## config.mk

```make
export PLATFORM = sky130hd
export DESIGN_NAME = spi_sclk_gen
export DESIGN_NICKNAME = d
export VERILOG_FILES = /design/src/rtl/spi_pkg.sv /design/src/rtl/spi_half_cnt.sv /design/src/rtl/spi_sclk_gen.sv
export SDC_FILE = /design/constraint.sdc
export NUM_CORES = 1
export LEC_CHECK = 0
export CORE_MARGIN = 2
export CORE_UTILIZATION = 47
export DETAILED_ROUTE_END_ITERATION = 7
export PLACE_DENSITY = 0.72
export SYNTH_ARGS = -nofsm -noshare
export SYNTH_HDL_FRONTEND = slang
export SYNTH_SLANG_ARGS = --single-unit
```

## constraint.sdc

```tcl
create_clock -name clk -period 1.8 [get_ports clk]
set_clock_uncertainty 0.1 [all_clocks]
set_input_delay 0.36 -clock clk [delete_from_list [all_inputs] [get_ports clk]]
set_output_delay 0.36 -clock clk [all_outputs]
set_load 0.05 [all_outputs]
```

## src/rtl/spi_pkg.sv

```systemverilog
// spi_pkg: shared state encoding, SPI mode constants and default widths for the SCLK generator.
package spi_pkg;
  typedef enum logic [2:0] {ST_IDLE, ST_SETUP, ST_RUN, ST_HOLD, ST_FIN} state_t;
  localparam logic [1:0] SPI_MODE0 = 2'b00;
  localparam logic [1:0] SPI_MODE1 = 2'b01;
  localparam logic [1:0] SPI_MODE2 = 2'b10;
  localparam logic [1:0] SPI_MODE3 = 2'b11;
  localparam int DIV_W_DEF = 8;
  localparam int CNT_W_DEF = 6;
endpackage

```

## src/rtl/spi_half_cnt.sv

```systemverilog
// spi_half_cnt: half-period counter, clears on clr or on reaching max; tc flags the terminal count.
module spi_half_cnt #(
  parameter int W = 8
) (
  input  logic         clk,
  input  logic         rst,
  input  logic         clr,
  input  logic [W-1:0] max,
  output logic [W-1:0] cnt,
  output logic         tc
);
  logic [W-1:0] r_cnt;
  assign cnt = r_cnt;
  assign tc  = r_cnt == max;
  always_ff @(posedge clk)
    r_cnt <= (rst || clr || tc) ? '0 : r_cnt + 1'b1;
endmodule

```

## src/rtl/spi_sclk_gen.sv

```systemverilog
// spi_sclk_gen: SPI SCLK burst generator with sample/shift strobes, all four CPOL/CPHA modes.
// SPI_SCLK_GEN_CS_EN adds chip-select SETUP/HOLD phases and the cs_n port.
module spi_sclk_gen
  import spi_pkg::*;
#(
  parameter int DIV_W = DIV_W_DEF,
  parameter int CNT_W = CNT_W_DEF
`ifdef SPI_SCLK_GEN_CS_EN
  , parameter int CS_SETUP = 2
  , parameter int CS_HOLD  = 2
`endif
) (
  input  logic             clk,
  input  logic             rst,
  input  logic             start,
  input  logic [DIV_W-1:0] div,
  input  logic [CNT_W-1:0] nbits,
  input  logic             cpol,
  input  logic             cpha,
  output logic             busy,
  output logic             done,
  output logic             sclk,
  output logic             load_stb,
  output logic             sample_stb,
  output logic             shift_stb
`ifdef SPI_SCLK_GEN_CS_EN
  , output logic           cs_n
`endif
);
  state_t           r_state, w_next;
  logic [DIV_W-1:0] r_div, w_hcnt;
  logic [CNT_W-1:0] r_nbits;
  logic [CNT_W:0]   r_ecnt;
  logic             r_cpol, r_cpha, w_tc, w_last, w_toggle, w_lead;
  spi_half_cnt #(.W(DIV_W)) u_half (
    .clk(clk), .rst(rst), .clr(r_state != ST_RUN), .max(r_div), .cnt(w_hcnt), .tc(w_tc)
  );
  assign busy     = r_state != ST_IDLE;
  assign done     = r_state == ST_FIN;
  assign w_last   = r_ecnt == {r_nbits, 1'b0};
  assign w_toggle = (r_state == ST_RUN) && w_tc && !w_last;
  assign w_lead   = ~r_ecnt[0];
`ifdef SPI_SCLK_GEN_CS_EN
  localparam logic [7:0] SETUP_LAST = 8'(CS_SETUP - 1);
  localparam logic [7:0] HOLD_LAST  = 8'(CS_HOLD - 1);
  logic [7:0] r_pcnt;
  logic       r_cs_n;
  assign cs_n = r_cs_n;
  always_ff @(posedge clk) begin
    r_pcnt <= (rst || r_state != w_next) ? 8'd0 : r_pcnt + 8'd1;
    r_cs_n <= rst || !(w_next inside {ST_SETUP, ST_RUN, ST_HOLD});
  end
`endif
  always_comb begin
    w_next = r_state;
    case (r_state)
      ST_IDLE:
        if (start) begin
`ifdef SPI_SCLK_GEN_CS_EN
          w_next = (nbits == '0) ? ST_FIN : ST_SETUP;
`else
          w_next = (nbits == '0) ? ST_FIN : ST_RUN;
`endif
        end
`ifdef SPI_SCLK_GEN_CS_EN
      ST_SETUP: w_next = (r_pcnt == SETUP_LAST) ? ST_RUN : ST_SETUP;
      ST_RUN:   w_next = w_last ? ST_HOLD : ST_RUN;
      ST_HOLD:  w_next = (r_pcnt == HOLD_LAST) ? ST_FIN : ST_HOLD;
`else
      ST_RUN:   w_next = w_last ? ST_FIN : ST_RUN;
`endif
      ST_FIN:   w_next = ST_IDLE;
      default:  w_next = ST_IDLE;
    endcase
  end
  always_ff @(posedge clk) begin
    if (rst) begin
      r_state    <= ST_IDLE;
      r_div      <= '0;
      r_nbits    <= '0;
      r_cpol     <= 1'b0;
      r_cpha     <= 1'b0;
      r_ecnt     <= '0;
      sclk       <= 1'b0;
      load_stb   <= 1'b0;
      sample_stb <= 1'b0;
      shift_stb  <= 1'b0;
    end else begin
      r_state    <= w_next;
      load_stb   <= (w_next == ST_RUN) && (r_state != ST_RUN);
      sample_stb <= w_toggle && (w_lead ^ r_cpha);
      shift_stb  <= w_toggle && !(w_lead ^ r_cpha);
      sclk       <= (r_state == ST_IDLE) ? cpol : sclk ^ w_toggle;
      r_ecnt     <= (r_state == ST_IDLE) ? '0 : r_ecnt + (CNT_W+1)'(w_toggle);
      if (r_state == ST_IDLE && start) begin
        r_div   <= div;
        r_nbits <= nbits;
        r_cpol  <= cpol;
        r_cpha  <= cpha;
      end
    end
  end
endmodule

```

### Word level (Yosys, flattened, before mapping)

Index checks and enable logic that the tools add are counted.

| operators by class | value |
|---|---|
| add/sub/neg operators | 2 |
| $mul | 0 |
| div/mod/pow operators | 0 |
| magnitude comparators | 0 |
| equal/unequal tests | 6 |
| shift operators | 0 |
| multiplexer cells | 5 |
| bitwise operators | 3 |
| reduce and logical (&&, ||, !) cells | 14 |

Operators by type and width:

| operator | number |
|---|---|
| $mux W3 | 3 |
| $add A8 B1 Y8 const B | 1 |
| $eq A8 B8 Y1 | 1 |
| $add A7 B1 Y7 | 1 |
| $eq A7 B7 Y1 | 1 |
| $eq A3 B2 Y1 const B | 2 |
| $logic_and A1 B1 Y1 | 6 |
| $logic_not A6 Y1 | 1 |
| $pmux W3 S2 | 1 |
| $eq A3 B3 Y1 const B | 1 |
| $logic_not A3 Y1 | 1 |
| $ne A3 B2 Y1 const B | 1 |
| $reduce_bool A3 Y1 | 1 |
| $logic_not A1 Y1 | 2 |
| $logic_or A1 B1 Y1 | 2 |
| $reduce_or A2 Y1 | 1 |
| $xor A1 B1 Y1 | 2 |
| $mux W1 | 1 |
| $not A1 Y1 | 1 |

| storage, ports and cells | value |
|---|---|
| register bits after elaboration | 37 |
| latch bits | 0 |
| RAM bits | 0 |
| memory bits (read-only) | 0 |
| input port bits | 19 |
| output and inout bits | 6 |
| logic and storage cells | 40 |
| memories | 0 |

### Depth between registers and ports, before layout

Gate-level depths: netlist of the first run.

| depth | value |
|---|---|
| word-level depth | 6 |
| mapped depth | 10 |
| depth with buffers taken out | 10 |

### Cells and area by module

From an unflattened synthesis of the first run, not the netlist that was laid out.

| second synthesis, totals | value |
|---|---|
| cell total of the unflattened synthesis | 184 |
| area, all modules | 1640.3 µm² |

By module, submodules not included:

| module | times used | cells an instance | area each (µm²) |
|---|---|---|---|
| spi_sclk_gen | 1 | 137 | 1172.4 |
| spi_half_cnt | 1 | 47 | 467.9 |

### Worst setup path after synthesis of the first run

Ideal clock, no wire load.

| timing | value |
|---|---|
| path kind | flip-flop to output port |
| start point | register r_state[2] |
| end point | output port done |
| arrival | 1.482 ns |
| required time | 1.340 ns |
| path slack | -0.142 ns |
| stages on the path, launching flop included | 2 |
| buffers on the path | 0 |
| path through | dfxtp_1 > nor3b_1 |

| on the way | value |
|---|---|
| longest elaborated chain between the ends | 1 |

Ends and longest elaborated chain:

| item | line | RTL |
|---|---|---|
| from (decl) | spi_sclk_gen.sv:30 | `state_t r_state, w_next;` |
| from (signal assigned) | spi_sclk_gen.sv:89 | `r_state <= w_next;` |
| $eq A3 B3 Y1 | spi_sclk_gen.sv:39 | `assign done = r_state == ST_FIN;` |
| to (decl) | spi_sclk_gen.sv:21 | `output logic done,` |

Every way passes these cells.

### Worst setup path in the final report of the first run

| timing | value |
|---|---|
| start point | register r_nbits[0] |
| end point | register r_ecnt[4] |

| on the way | value |
|---|---|
| longest elaborated chain between the ends | 4 |

Ends and longest elaborated chain:

| item | line | RTL |
|---|---|---|
| from (decl) | spi_sclk_gen.sv:32 | `logic [CNT_W-1:0] r_nbits;` |
| from (signal assigned) | spi_sclk_gen.sv:97 | `r_nbits <= nbits;` |
| $eq A7 B7 Y1 | spi_sclk_gen.sv:40 | `assign w_last = r_ecnt == {r_nbits, 1'b0};` |
| $logic_not A1 Y1 | spi_sclk_gen.sv:41 | `assign w_toggle = (r_state == ST_RUN) && w_tc && !w_last;` |
| $logic_and A1 B1 Y1 | spi_sclk_gen.sv:41 |  |
| $add A7 B1 Y7 | spi_sclk_gen.sv:94 | `r_ecnt <= (r_state == ST_IDLE) ? '0 : r_ecnt + (CNT_W+1)'(w_toggle);` |
| to (signal assigned) | spi_sclk_gen.sv:94 |  |
| to (decl) | spi_sclk_gen.sv:33 | `logic [CNT_W:0] r_ecnt;` |

Every way passes these cells.
A chain may end at the register's enable or synchronous reset.

==> reports/results.tsv, run 1 <==
stage	metric	value	unit
yosys	largest area contributor in the netlist	dfxtp_1	
grt	met3 Usage GRT	7.563	%
setup_path	Worst Path Class, Setup	reg -> reg	
floorplanning	Die Y	61.43	um
pwr	clock network fraction of total power	36.4	%
floorplanning	Die Width	61.43	um
setup_path	CP Buf/Inv Count	1	
routing	Residual DRC	0	
yosys	Ys Warns	0	
sta	min Tclk post-route	1965	ps
setup_path	Worst setup startpoint	r_nbits[0]$_SDFFE_PP0P_	
clock_tree	TritonCTS clock tree	done	
pwr	internal power	1.276	mW
yosys	dominant cells by area after synthesis	dfxtp_1, nand2_1, xor2_1	
setup_path	Critical Path Start Type	flop	
pwr	maximum VDD drop	561.0	uV
clock_tree	clock sinks	37	
floorplanning	die area	3774	um^2
yosys	Synth Area in Simple Gates	23.89	%
sta	unrepaired setup endpoints after global routing	true	
routing	Avg WL per Cell	12.79	um
setup_path	slowest CP cell	dfxtp_2	
grt	most used routing layer in global routing	met2	
routing	Via density	4.860	
finish	Layout area overhead	39.79	%
setup_path	critical path fanouts, max	3	
routing	antenna-violating nets left	0	
floorplanning	# rows	20	
yosys	post-synthesis compound-gate area fraction	7.587	%
sta	Final setup viols	6	
clock_tree	Num CTS Buffers	5	
placement	pre-CTS WS	-157.1	ps
placement	I/O Buffers	24	
sta	Final Hold Violating Endpoints	0	
grt	initial antenna violation count	0	
grt	grt total ovfl	0	
yosys	FF+latch count, synth	37	
yosys	most common cell in the netlist	dfxtp_1	
setup_path	Top delay family on crit path	simple AND/OR/NAND/NOR gates	
floorplanning	Starting Density	49.96	%
yosys	post-synthesis net count	205	
routing	Starting DRT DRC Count	73	
placement	HPWL after detailed placement	2580	um
sta	WHS	375.0	ps
status	status	finished with violations	
routing	DRT Wirelength	3556	um
grt	number of global-route vias before repair	1303	
setup_path	FF-to-FF Start	r_nbits[0]$_SDFFE_PP0P_	
grt	pin count of the biggest net entering global routing	12	
clock_tree	worst skew pair latency	350	ps
yosys	Synth Area in XOR/XNOR	14.69	%
worst_hold_path	Min-Delay Path Class	reg -> reg	
yosys	synth cell count leaders	dfxtp_1, nand2_1, nor2_1	
floorplanning	io pins	25	
clock_tree	H-Tree Depth	2	
routing	Vias	1351	
finish	diodes inserted	0	
finish	share of cells above drive strength 1	24.79	%
grt	first-pass GRT wire length	5471	um
sta	max-slew violation count	0	
clock_tree	clock buffer depth	2	
pwr	Comb pwr share	12.1	%
yosys	main combinational cell family by area after synthesis	simple AND/OR/NAND/NOR gates	
sta	maximum clock frequency	508.8	MHz
pwr	leakage	0.8641	nW
yosys	Synth Cell Area	1550	um^2
status	violated checks	setup timing	
pwr	sequential share of power	51.6	%
setup_path	CP cell instances	xor2_1, nor4_2, a31oi_1, nand2_1, inv_2, ha_4, ha_4, nand3_2, xor2_1, nor2_1	
sta	Final WS setup	-165.3	ps
yosys	post-synth top area share	47.78	%
pwr	power per standard cell area	769.1	nW/um^2
floorplanning	core area	3103	um^2
yosys	Netlist cell types	27	
pwr	sw frac	23.46	%
setup_path	CP required	1950	ps
yosys	cells after synthesis	183	
clock_tree	Clock transition at path regs	110	ps
clock_tree	clk root buf	clkbuf_4	
pwr	Psw	391.0	uW
grt	GRT Util Overall	20.69	%
placement	GP Congestion	0.8536	
yosys	main flop type after synthesis	dfxtp_1	
finish	final-stage net count	255	
grt	met2 usage	37.69	%
finish	Final Core Density	69.84	%
yosys	register area share after synthesis	47.78	%
yosys	syn avg cell area	8.471	um^2
yosys	asr flop ratio synth	0	%
grt	met1 usage	21.63	%
sta	Tcrit/Tclk final	109.2	%
setup_path	endpoint type of the worst setup path	flop	
worst_hold_path	HP Start	r_div[3]$_SDFFE_PP0P_	
yosys	adder-cell area share of the yosys netlist	2.421	%
yosys	Post-synth EDFFs	0	
run	max_cap viols	0	
setup_path	worst path arrival time	2120	ps
yosys	mux contribution to synthesized area	0	%
routing	TritonRoute pass-1 iters	4	
setup_path	slowest stage delay, CP	350	ps
==> worst register-to-register path, delay by kind of cell (launching register included) <==
family          cells  cell delay, ps
buf+inv             1              60
fa+ha+maj           2             340
simple gates        4             540
xor+xnor            2             310
compound gates      1             150
flops               1             350
==> power groups by stage <==
stage	Sequential [mW]	Clock, mW	Combinational [mW]
final	0.859	0.606	0.201
after global routing	0.862	0.652	0.220
after CTS	0.858	0.615	0.197
after detailed placement	0.876	0	0.195
after global placement	0.875	0	0.192
after floorplan	0.884	0	0.0924
==> routing by layer <==
layer  part of all wire, %  up-vias
li1                      -      693
met1                    40      616
met2                    53       33
met3                   5.0        9
met4                   2.1        0
met5                     0        -
==> layout by cell type, fill, tap and decap left out, types with 2 or more instances in the layout <==
master	instances
nor2_1	21
xor2_1	14
and3_1	2
buf_4	31
nor3_1	2
nand3_2	4
nand4_1	2
a21oi_1	16
ha_4	2
clkbuf_4	5
nand2_1	35
inv_2	2
dfxtp_1	33
dfxtp_2	4
nand3_1	8
clkdlybuf4s50_1	18
inv_1	4
xnor2_1	11
==> cell families after synthesis <==
logic type / Yosys count
adder cells (fa/ha/maj): 3
XOR/XNOR: 26
other: 1
AO/OA/AOI/OAI: 20
flip-flops: 37
AND/OR/NAND/NOR: 83
buffers and inverters: 13
==> worst paths after layout <==
kind | endpoint | slack (ps) | cells after the start
worst max-delay path | r_ecnt[4]$_SDFF_PP0_ | -170 | 10
worst min register to register | r_div[3]$_SDFFE_PP0P_ | 380 | 2
worst max register to register | r_ecnt[4]$_SDFF_PP0_ | -170 | 10
worst min-delay path | r_div[3]$_SDFFE_PP0P_ | 380 | 2
==> stage by stage <==
step / area [um^2] / setup TNS, ps / instances / power, mW
floorplan: 1582 / -79.83 / 183 / 0.9765
global placement: 1994 / -22.39 / 264 / 1.066
detailed placement: 1994 / -353.8 / 264 / 1.071
CTS: 2107 / -288.2 / 274 / 1.670
global route: 2167 / -1535 / 278 / 1.734
finish: 2167 / -733.5 / 278 / 1.667
==> cell type report <==
cell class / instances / area, um^2
clock buffer: 7 / 55.05
clock inverter: 1 / 30.03
fill: 277 / 935.9
inverter: 6 / 22.52
multi-input combinational: 133 / 825.8
sequential: 37 / 745.7
tap: 44 / 55.05
timing repair buffer: 50 / 432.9
==> what timing repair did <==
action,CTS,global route
setup buffers,2,4
endpoints found under the setup margin,7,7
pin swaps,5,10
gates resized for setup,5,6
hold buffers,0,0
endpoints found under the hold margin,0,0
==> state kept, by name, summed over array words and instances (netlist names) <==
name        cells
r_state         3
sclk            1
sample_stb      1
load_stb        1
u_half.cnt      8
shift_stb       1
r_nbits         6
r_cpha          1
r_ecnt          7
r_div           8
No activity file was read; power rests on OpenSTA's default activity.
==> run 2, diff against run 1 <==
--- a/config.mk
+++ b/config.mk
@@ -7,8 +7,10 @@
 export LEC_CHECK = 0
 export CORE_MARGIN = 2
 export CORE_UTILIZATION = 47
+export CTS_CLUSTER_SIZE = 12
 export DETAILED_ROUTE_END_ITERATION = 7
 export PLACE_DENSITY = 0.72
+export SETUP_SLACK_MARGIN = 0.5
 export SYNTH_ARGS = -nofsm -noshare
 export SYNTH_HDL_FRONTEND = slang
 export SYNTH_SLANG_ARGS = --single-unit
==> reports/results.tsv, run 2 (synthesis gave the netlist of run 1 again) <==
stage	metric	value	unit
status	status	finished with violations	
status	violated checks	setup timing	
finish	Layout area overhead	65.78	%
clock_tree	CTS Hold Bufs	0	
clock_tree	TritonCTS clock tree	done	
routing	TritonRoute pass-1 iters	4	
floorplanning	io pins	25	
pwr	maximum VDD drop	415.8	uV
grt	pin count of the biggest net entering global routing	12	
finish	most common cell after layout, fill and taps aside	buf_4	
pwr	overall power	1.678	mW
routing	Residual DRC	0	
placement	pre-CTS WS	-88.00	ps
grt	number of global-route vias before repair	1360	
clock_tree	H-Tree Depth	2	
setup_path	CP Buf/Inv Count	2	
routing	DRT Wirelength	4468	um
pwr	power per standard cell area	652.8	nW/um^2
finish	area of the multi-input gates	1054	um^2
finish	fill count	182	
setup_path	critical path fanouts, max	3	
pwr	leakage	1.010	nW
setup_path	Worst R2R Setup Slack	-180	ps
grt	grt total ovfl	0	
grt	most used routing layer in global routing	met2	
clock_tree	Clock transition at path regs	110	ps
sta	Final setup viols	9	
sta	Tcrit/Tclk final	110.1	%
finish	share of cells above drive strength 1	55.19	%
setup_path	Worst Path Class, Setup	reg -> reg	
setup_path	CP cell instances	xor2_2, nor4_4, a31oi_2, nand2_1, inv_2, ha_4, buf_4, nand3_2, xor2_1, nor2_1	
floorplanning	core area	3103	um^2
setup_path	slowest stage delay, CP	380	ps
routing	Starting DRT DRC Count	103	
run	max_cap viols	0	
finish	diodes inserted	0	
sta	min Tclk post-route	1981	ps
sta	Final WS setup	-181.3	ps
setup_path	Top delay family on crit path	simple AND/OR/NAND/NOR gates	
clock_tree	clk root buf	clkbuf_4	
routing	Avg WL per Cell	15.68	um
grt	met2 usage	39.36	%
grt	GRT Util Overall	22.45	%
placement	HPWL after detailed placement	2537	um
setup_path	CP required	1960	ps
worst_hold_path	HP Start	u_half.cnt[0]$_SDFF_PP0_	
clock_tree	clock sinks	37	
setup_path	slowest CP cell	dfxtp_4	
clock_tree	clock buffer depth	2	
clock_tree	worst skew pair latency	350	ps
placement	I/O Buffers	24	
setup_path	Critical Path Start Type	flop	
finish	Final Core Density	82.82	%
setup_path	worst path arrival time	2140	ps
finish	final-stage net count	262	
finish	Sequential Area	787.0	um^2
sta	max-slew violation count	0	
grt	met3 Usage GRT	7.143	%
setup_path	path depth of the worst reg2reg path	10	
routing	Via density	5.175	
grt	met1 usage	25.45	%
worst_hold_path	hold depth	1	
setup_path	endpoint type of the worst setup path	flop	
floorplanning	die area	3774	um^2
floorplanning	Starting Density	49.96	%
placement	GP Congestion	0.8064	
sta	maximum clock frequency	504.7	MHz
routing	Vias	1475	
setup_path	R2R Path End	r_ecnt[5]$_SDFF_PP0_	
sta	WHS	387.0	ps
floorplanning	# rows	20	
worst_hold_path	worst hold endpoint	u_half.cnt[0]$_SDFF_PP0_	
grt	initial antenna violation count	0	
finish	most frequent cells in the layout	buf_4, nor2_1, nand2_1, dfxtp_2, clkdlybuf4s50_1	
clock_tree	Num CTS Buffers	5	
routing	antenna-violating nets left	0	
worst_hold_path	Min-Delay Path Class	reg -> reg	
sta	setup TNS	-1026	ps
sta	unrepaired setup endpoints after global routing	true	
floorplanning	Die Y	61.43	um
floorplanning	Die Width	61.43	um
grt	first-pass GRT wire length	5975	um
setup_path	FF-to-FF Start	r_ecnt[4]$_SDFF_PP0_	
sta	Final Hold Violating Endpoints	0	
## run 2: worst max-delay path by stage
stage                                 start              endpoint  depth (start not counted)
floorplan              r_ecnt[1]$_SDFF_PP0_  r_ecnt[4]$_SDFF_PP0_                         10
global placement       r_ecnt[1]$_SDFF_PP0_  r_ecnt[4]$_SDFF_PP0_                         10
detailed placement     r_ecnt[1]$_SDFF_PP0_  r_ecnt[4]$_SDFF_PP0_                         10
CTS                    r_ecnt[1]$_SDFF_PP0_  r_ecnt[4]$_SDFF_PP0_                         10
global route        r_nbits[3]$_SDFFE_PP0P_  r_ecnt[5]$_SDFF_PP0_                         10
finish                 r_ecnt[4]$_SDFF_PP0_  r_ecnt[5]$_SDFF_PP0_                         10
## run 2: per-stage QoR
step | cells | instance area (um^2)
final | 285 | 2570
after global routing | 285 | 2570
after CTS | 278 | 2298
after detailed placement | 262 | 2001
after global placement | 262 | 2001
after floorplan | 183 | 1609
## run 2: layer usage
metal	vias up	wire [um]
met5	-	0
met4	0	97
met3	9	172
met2	35	2389
met1	725	1808
li1	706	-
## run 2: what timing repair did
item                       CTS  global route
pin swaps                   11            26
gates resized for setup     56            56
buffers inserted             7             7
setup endpoints to repair   42            42
cloned                       1             0
## run 2: area by class of cell
class | count | area share [%]
clock buffers | 7 | 2.532
clock inverters | 1 | 0.1947
inverters | 6 | 0.9737
multi-input cells | 133 | 40.99
flip-flops and latches | 37 | 30.62
well taps | 44 | 2.142
repair buffers | 57 | 22.54
## run 2: where the power goes
group          total [mW]  switching (mW)  internal (mW)  leakage [nW]
registers           0.861          0.0241          0.837         0.314
logic               0.303           0.146          0.157         0.655
clock network       0.514           0.287          0.226        0.0413
total                1.68           0.458           1.22          1.01
